==> config.mk <==
export PLATFORM = sky130hd
export DESIGN_NAME = counter_sequencer
export DESIGN_NICKNAME = d
export VERILOG_FILES = /design/src/rtl/counter_sequencer_pkg.sv /design/src/rtl/counter_sequencer_tick_gen.sv /design/src/rtl/counter_sequencer.sv
export SDC_FILE = /design/constraint.sdc
export NUM_CORES = 1
export LEC_CHECK = 0
export BUFFER_PORTS_ARGS = -buffer_cell sky130_fd_sc_hd__buf_2
export CAP_MARGIN = 20
export CORE_UTILIZATION = 53
export CTS_CLUSTER_DIAMETER = 200
export DETAILED_ROUTE_END_ITERATION = 16
export MAX_ROUTING_LAYER = met4
export PLACE_DENSITY = 0.79
export SLEW_MARGIN = 25
export SYNTH_ARGS = -nofsm -noshare
export SYNTH_HDL_FRONTEND = slang
export SYNTH_SLANG_ARGS = --single-unit
==> constraint.sdc <==
create_clock -name clk -period 2.2 [get_ports clk]
set_clock_uncertainty 0.15 [all_clocks]
set_input_delay 0.11 -clock clk [delete_from_list [all_inputs] [get_ports clk]]
set_output_delay 0.11 -clock clk [all_outputs]
set_load 0.02 [all_outputs]
==> src/rtl/counter_sequencer_pkg.sv <==
`default_nettype none
// ============================================================================
// Module      : counter_sequencer_pkg
// Description : Shared state encoding, constants and width helper for the
//               counter sequencer.
// Revision    : 1.0 - initial release
// ============================================================================
package counter_sequencer_pkg;

    typedef enum logic [0:0] {
        IDLE = 1'b0,
        RUN  = 1'b1
    } state_t;

    localparam logic c_DIR_UP       = 1'b0;
    localparam logic c_DIR_DOWN     = 1'b1;
    localparam logic c_MODE_ONESHOT = 1'b0;
    localparam logic c_MODE_RELOAD  = 1'b1;

    // Prescaler width; a divide-by-one still keeps a 1-bit register.
    function automatic int ps_width(input int prescale);
        return (prescale == 1) ? 1 : $clog2(prescale);
    endfunction

endpackage
`default_nettype wire

==> src/rtl/counter_sequencer_tick_gen.sv <==
`default_nettype none
// ============================================================================
// Module      : tick_gen
// Description : PRESCALE-cycle prescaler producing the count tick.
// Revision    : 1.0 - initial release
// ============================================================================
module tick_gen
    import counter_sequencer_pkg::*;
#(
    parameter int PRESCALE = 1
) (
    input  logic clk,
    input  logic rst,
    input  logic clr,
    input  logic en,
    output logic tick
);

    localparam int PS_W = ps_width(PRESCALE);
    localparam logic [PS_W-1:0] c_LAST = PS_W'(PRESCALE - 1);

    logic [PS_W-1:0] r_ps;

    always_ff @(posedge clk) begin
        if (rst || clr) begin
            r_ps <= '0;
        end else if (en) begin
            r_ps <= (r_ps == c_LAST) ? '0 : r_ps + PS_W'(1);
        end
    end

    // With PRESCALE==1 the register stays at zero and every enabled cycle ticks.
    assign tick = en && (r_ps == c_LAST);

endmodule
`default_nettype wire

==> src/rtl/counter_sequencer.sv <==
`default_nettype none
// ============================================================================
// Module      : counter_sequencer
// Description : Start/stop sequencer owning an up/down counter, its tick
//               prescaler and a saturating completed-period counter.
// Revision    : 1.0 - initial release
// ============================================================================
module counter_sequencer
    import counter_sequencer_pkg::*;
#(
    parameter int WIDTH    = 4,
    parameter int PRESCALE = 1,
    parameter int PCNT_W   = 8
) (
    input  logic              clk,
    input  logic              rst,
    input  logic              start,
    input  logic              stop,
    input  logic              mode_reload,
    input  logic              dir,
    input  logic [WIDTH-1:0]  limit,
    output logic [WIDTH-1:0]  count,
    output logic              busy,
    output logic              done,
    output logic              err,
    output logic [PCNT_W-1:0] period_cnt
);

    state_t             r_state;
    state_t             w_state_nxt;
    logic [WIDTH-1:0]   r_count;
    logic [WIDTH-1:0]   w_count_nxt;
    logic [WIDTH-1:0]   r_limit;
    logic [WIDTH-1:0]   w_limit_nxt;
    logic               r_dir;
    logic               w_dir_nxt;
    logic               r_reload;
    logic               w_reload_nxt;
    logic               r_busy;
    logic               r_done;
    logic               w_done_nxt;
    logic               r_err;
    logic               w_err_nxt;
    logic [PCNT_W-1:0]  r_period;
    logic               w_period_inc;
    logic               w_tick;
    logic [WIDTH-1:0]   w_term;
    logic [WIDTH-1:0]   w_start_val;

    tick_gen #(
        .PRESCALE (PRESCALE)
    ) u_tick_gen (
        .clk  (clk),
        .rst  (rst),
        .clr  ((r_state != RUN) || stop),
        .en   (r_state == RUN),
        .tick (w_tick)
    );

    assign w_term      = (r_dir == c_DIR_DOWN) ? '0 : r_limit;
    assign w_start_val = (r_dir == c_DIR_DOWN) ? r_limit : '0;

    always_comb begin
        w_state_nxt  = r_state;
        w_count_nxt  = r_count;
        w_limit_nxt  = r_limit;
        w_dir_nxt    = r_dir;
        w_reload_nxt = r_reload;
        w_done_nxt   = 1'b0;
        w_err_nxt    = 1'b0;
        w_period_inc = 1'b0;
        case (r_state)
            IDLE: begin
                // A coincident stop suppresses the start entirely, including err.
                if (start && !stop) begin
                    if (limit == '0) begin
                        w_err_nxt = 1'b1;
                    end else begin
                        w_state_nxt  = RUN;
                        w_limit_nxt  = limit;
                        w_dir_nxt    = dir;
                        w_reload_nxt = mode_reload;
                        w_count_nxt  = (dir == c_DIR_DOWN) ? limit : '0;
                    end
                end
            end
            RUN: begin
                if (stop) begin
                    w_state_nxt = IDLE;
                end else if (w_tick) begin
                    if (r_count == w_term) begin
                        w_done_nxt   = 1'b1;
                        w_period_inc = 1'b1;
                        if (r_reload == c_MODE_RELOAD) begin
                            w_count_nxt = w_start_val;
                        end else begin
                            w_state_nxt = IDLE;
                        end
                    end else if (r_dir == c_DIR_DOWN) begin
                        w_count_nxt = r_count - WIDTH'(1);
                    end else begin
                        w_count_nxt = r_count + WIDTH'(1);
                    end
                end
            end
            default: begin
                w_state_nxt = IDLE;
            end
        endcase
    end

    always_ff @(posedge clk) begin
        if (rst) begin
            r_state  <= IDLE;
            r_count  <= '0;
            r_limit  <= '0;
            r_dir    <= c_DIR_UP;
            r_reload <= c_MODE_ONESHOT;
            r_busy   <= 1'b0;
            r_done   <= 1'b0;
            r_err    <= 1'b0;
            r_period <= '0;
        end else begin
            r_state  <= w_state_nxt;
            r_count  <= w_count_nxt;
            r_limit  <= w_limit_nxt;
            r_dir    <= w_dir_nxt;
            r_reload <= w_reload_nxt;
            r_busy   <= (w_state_nxt == RUN);
            r_done   <= w_done_nxt;
            r_err    <= w_err_nxt;
            if (w_period_inc && (r_period != '1)) begin
                r_period <= r_period + PCNT_W'(1);
            end
        end
    end

    assign count      = r_count;
    assign busy       = r_busy;
    assign done       = r_done;
    assign err        = r_err;
    assign period_cnt = r_period;

endmodule
`default_nettype wire
==> metrics.md <==
| Metric | Value |
|---|---|
| RSZ-0062 raised after global routing | `no` |
| Status | `complete, no violations` |
| Max-slew violation count | `0` |
| Worst R2R Start | `r_limit[1]` |
| Final number of hold-violating endpoints | `0` |
| Via density | `5.98` |
| Worst path slowest cell | `or4_1` |
| Via Count | `1219` |
| Critical path required time | `2300 ps` |
| Final ANT Viol Nets | `0` |
| Pin count of the biggest net entering global routing | `23` |
| Number of diodes | `0` |
| Core Region | `2210 sq um` |
| Met1 GRT Util | `36.7%` |
| Layout cells sized above 1 | `between 20% and 30%` |
| Total GRT Usage | `26.6%` |
| Post-synthesis cell type count | `40` |
| Wire per inst | `14.1 um` |
| Final setup viols | `0` |
| Initial core utilization | `56.0%` |
| Filler instances | `between 200 and 250` |
| GRT met3 Usage | `2.12%` |
| Vias in the first global route | `1097` |
| Min cycle time layout | `2150 ps` |
| Tcrit/Tclk final | `97.7%` |
| Multi-input gate area in the final layout | `787 sq um` |
| WS Path Type | `register to register` |
| Worst min path class | `input port to register` |
| Die X | `50.3 um` |
| Crit end category | `register` |
| Buf/Inv on CP | `1` |
| Internal reg-to-reg setup slack | `50 ps` |
| Global route overflow | `0` |
| Avg Cell Area, Syn | `8.54 sq um` |
| Critical-path cell list | `nand4bb_1, o22ai_1, o221ai_1, buf_4, or4_1, a21oi_1` |
| Busiest grt layer | `met2` |
| Max stage delay on crit path | `around 500 ps` |
| Max-Cap Viols | `0` |
| Clk sinks | `21` |
| Worst Setup SP | `r_limit[1]` |
| Layout Cells excl Fill | `204` |
| Num CTS Buffers | `3` |
| Sequential share of the synthesized area | `33.9%` |
| Cell count after synthesis | `145` |
| Clk_lat worst skew | `310 ps` |
| Initial antenna violation count | `0` |
| Register area | `425 sq um` |
| Slew @ Worst Pin | `around 400 ps` |
| H-tree Lvls | `1` |
| YS warnings | `0` |
| Crit path max fanout | `13` |
| Detailed-route DRC error count | `0` |
| R2R depth | `6` |
| PortBufs | `24` |
| Synth-to-layout area growth | `20.8%` |
| Data arrival time of the worst path | `2250 ps` |
| Hpwl dp | `2050 um` |
| Worst r2r dst | `period_cnt[6]` |
| Final TNS setup | `0 ps` |
| Clock tree buffer depth | `2` |
| Mapped Area | `approximately 1200 sq um` |
| Post-Syn Nets | `159` |
| Number of synthesized register bits | `21` |
| Crit start category | `register` |
| Met2 usage | `roughly two fifths` |
| Static leakage | `approximately 0.00065 uW` |
| Worst VDD drop | `~0.00046 V` |
| CTS tree | `built` |
| Nets | `191` |
| CTS Root Cell | `clkbuf_4` |
| Placer Congestion | `between 0.9 and 1` |
| Final WL | `2880 um` |
| Top Ports | `25` |
| Slew margin rel. | `between 70 and 80%` |
| 1st-iter DRT viols | `29` |
| # rows | `17` |
| CP top delay family | `simple AND/OR/NAND/NOR gates` |
| Max frequency | `0.465 GHz` |
| Critical Path Stages | `6` |
| Die area | `2530 sq um` |
| Pre-antenna DRT Iters | `5` |
| Post-Place Cells | `194` |
| First-pass GRT wire length | `between 4000 and 5000 um` |
| Clock transition at path regs | `120 ps` |
| Die height | `between 50 and 60 um` |
| Power per Cell Area | `516 nW/um^2` |
| Worst Setup EP | `period_cnt[6]` |
==> flip-flops by register name (all words and copies together), names as in the netlist <==
| register | flops |
|---|---|
| count | 4 |
| busy | 1 |
| r_reload | 1 |
| done | 1 |
| err | 1 |
| r_dir | 1 |
| period_cnt | 8 |
| r_limit | 4 |
==> through the flow <==
stage          setup WS (ps)  area (sq um)  utilization (%)  total power [uW]  hold WS, ps
2_1_floorplan            167          1240                -               530         98.6
3_3_place_gp             159          1390             62.9               571          198
3_5_place_dp            44.3          1390             62.9               575          209
4_1_cts                 22.4          1480             66.9               771         13.2
5_1_grt                0.296          1500             67.6               806         39.9
6_report                49.8          1500             67.6               772         27.3
==> synth_stat cells <==
| library cell | number | area [sq um] |
|---|---|---|
| o22a_1 | 1 | 8.76 |
| a22oi_1 | 2 | 15.0 |
| ha_1 | 3 | 37.5 |
| nand4_1 | 2 | 12.5 |
| or3_1 | 3 | 18.8 |
| nor3b_1 | 2 | 15.0 |
| nand2_1 | 10 | 37.5 |
| a21o_1 | 1 | 7.51 |
| mux2i_1 | 7 | 70.1 |
| nor2b_1 | 7 | 43.8 |
| o221a_2 | 1 | 11.3 |
| a21oi_1 | 12 | 60.1 |
| o211ai_1 | 2 | 15.0 |
| o21ai_0 | 6 | 30.0 |
| and4_1 | 1 | 8.76 |
| inv_1 | 5 | 18.8 |
| mux2_2 | 2 | 22.5 |
| o211a_1 | 3 | 30.0 |
| clkbuf_1 | 4 | 15.0 |
| nand4bb_1 | 2 | 22.5 |
| nand3_1 | 4 | 20.0 |
| xor2_1 | 3 | 26.3 |
| or4_1 | 3 | 22.5 |
| buf_2 | 2 | 10.0 |
| o22ai_1 | 2 | 12.5 |
| xnor2_1 | 2 | 17.5 |
| o41ai_1 | 1 | 8.76 |
| dfxtp_1 | 21 | 420 |
| o221ai_1 | 1 | 8.76 |
| or4b_1 | 1 | 10.0 |
| or2_1 | 1 | 6.26 |
| o41ai_2 | 1 | 16.3 |
| o21a_1 | 2 | 15.0 |
| fa_1 | 1 | 20.0 |
| nand3b_1 | 2 | 15.0 |
| a32oi_1 | 3 | 26.3 |
| and3_1 | 1 | 6.26 |
| and2_1 | 2 | 12.5 |
| nor2_1 | 15 | 56.3 |
| o21bai_1 | 1 | 7.51 |
==> area by class of cell <==
| type | instances | area share [%] |
|---|---|---|
| Clock buffer | 3 | 1.51 |
| Timing Repair Buffer | 33 | 13.5 |
| Clock inverter | 1 | 0.334 |
| Sequential cell | 21 | 28.4 |
| Tap cell | 28 | 2.34 |
| Inverter | 5 | 1.25 |
| Multi-Input combinational cell | 113 | 52.6 |
==> kinds of logic after synthesis <==
logic type               share of synthesized area, %
multiplexers                                     7.47
XOR/XNOR                                         3.54
buffers and inverters                            3.54
adder cells (fa/ha/maj)                          4.65
AO/OA/AOI/OAI                                    22.0
AND/OR/NAND/NOR                                  24.8
flip-flops                                       33.9
==> worst min path at each step <==
stage	depth (start not counted)	slack (ps)	from	end
CTS	3	10	stop	err
global route	3	40	stop	err
floorplan	2	100	dir	r_dir
finish	3	30	stop	err
global placement	3	200	mode_reload	r_reload
detailed placement	3	210	mode_reload	r_reload
==> what timing repair did <==
action,in CTS,in global routing
buffers inserted,0,0
endpoints found under the hold margin,7,0
endpoints found under the setup margin,0,4
hold buffers,6,0
resized for setup,0,7
==> tightest hold or removal path, stage by stage <==
cell and delay [ps]:
buf_2 120, nor3b_1 80, nor3b_1 140
==> routing by layer <==
metal	routed length (um)	part of all wire, %	vias to the layer above
met5	0	0	-
met4	55	1.9	0
met3	114	4.0	6
met2	1280	45	39
met1	1430	50	577
li1	-	-	597
==> cell usage in the layout (no fill, tap or decap), drive strengths merged, types with 4 or more instances in the layout <==
| master | count |
|---|---|
| mux2i | 7 |
| nand3 | 4 |
| nor2b | 7 |
| o21ai | 6 |
| nor2 | 15 |
| dlygate4sd3 | 6 |
| buf | 27 |
| a21oi | 12 |
| inv | 5 |
| nand2 | 10 |
| dfxtp | 21 |
==> power by group <==
part           internal, uW  switching (uW)
Sequential              395            21.9
Clock                  67.9             123
Combinational          75.4            88.9
No activity file was read; power rests on OpenSTA's default activity.
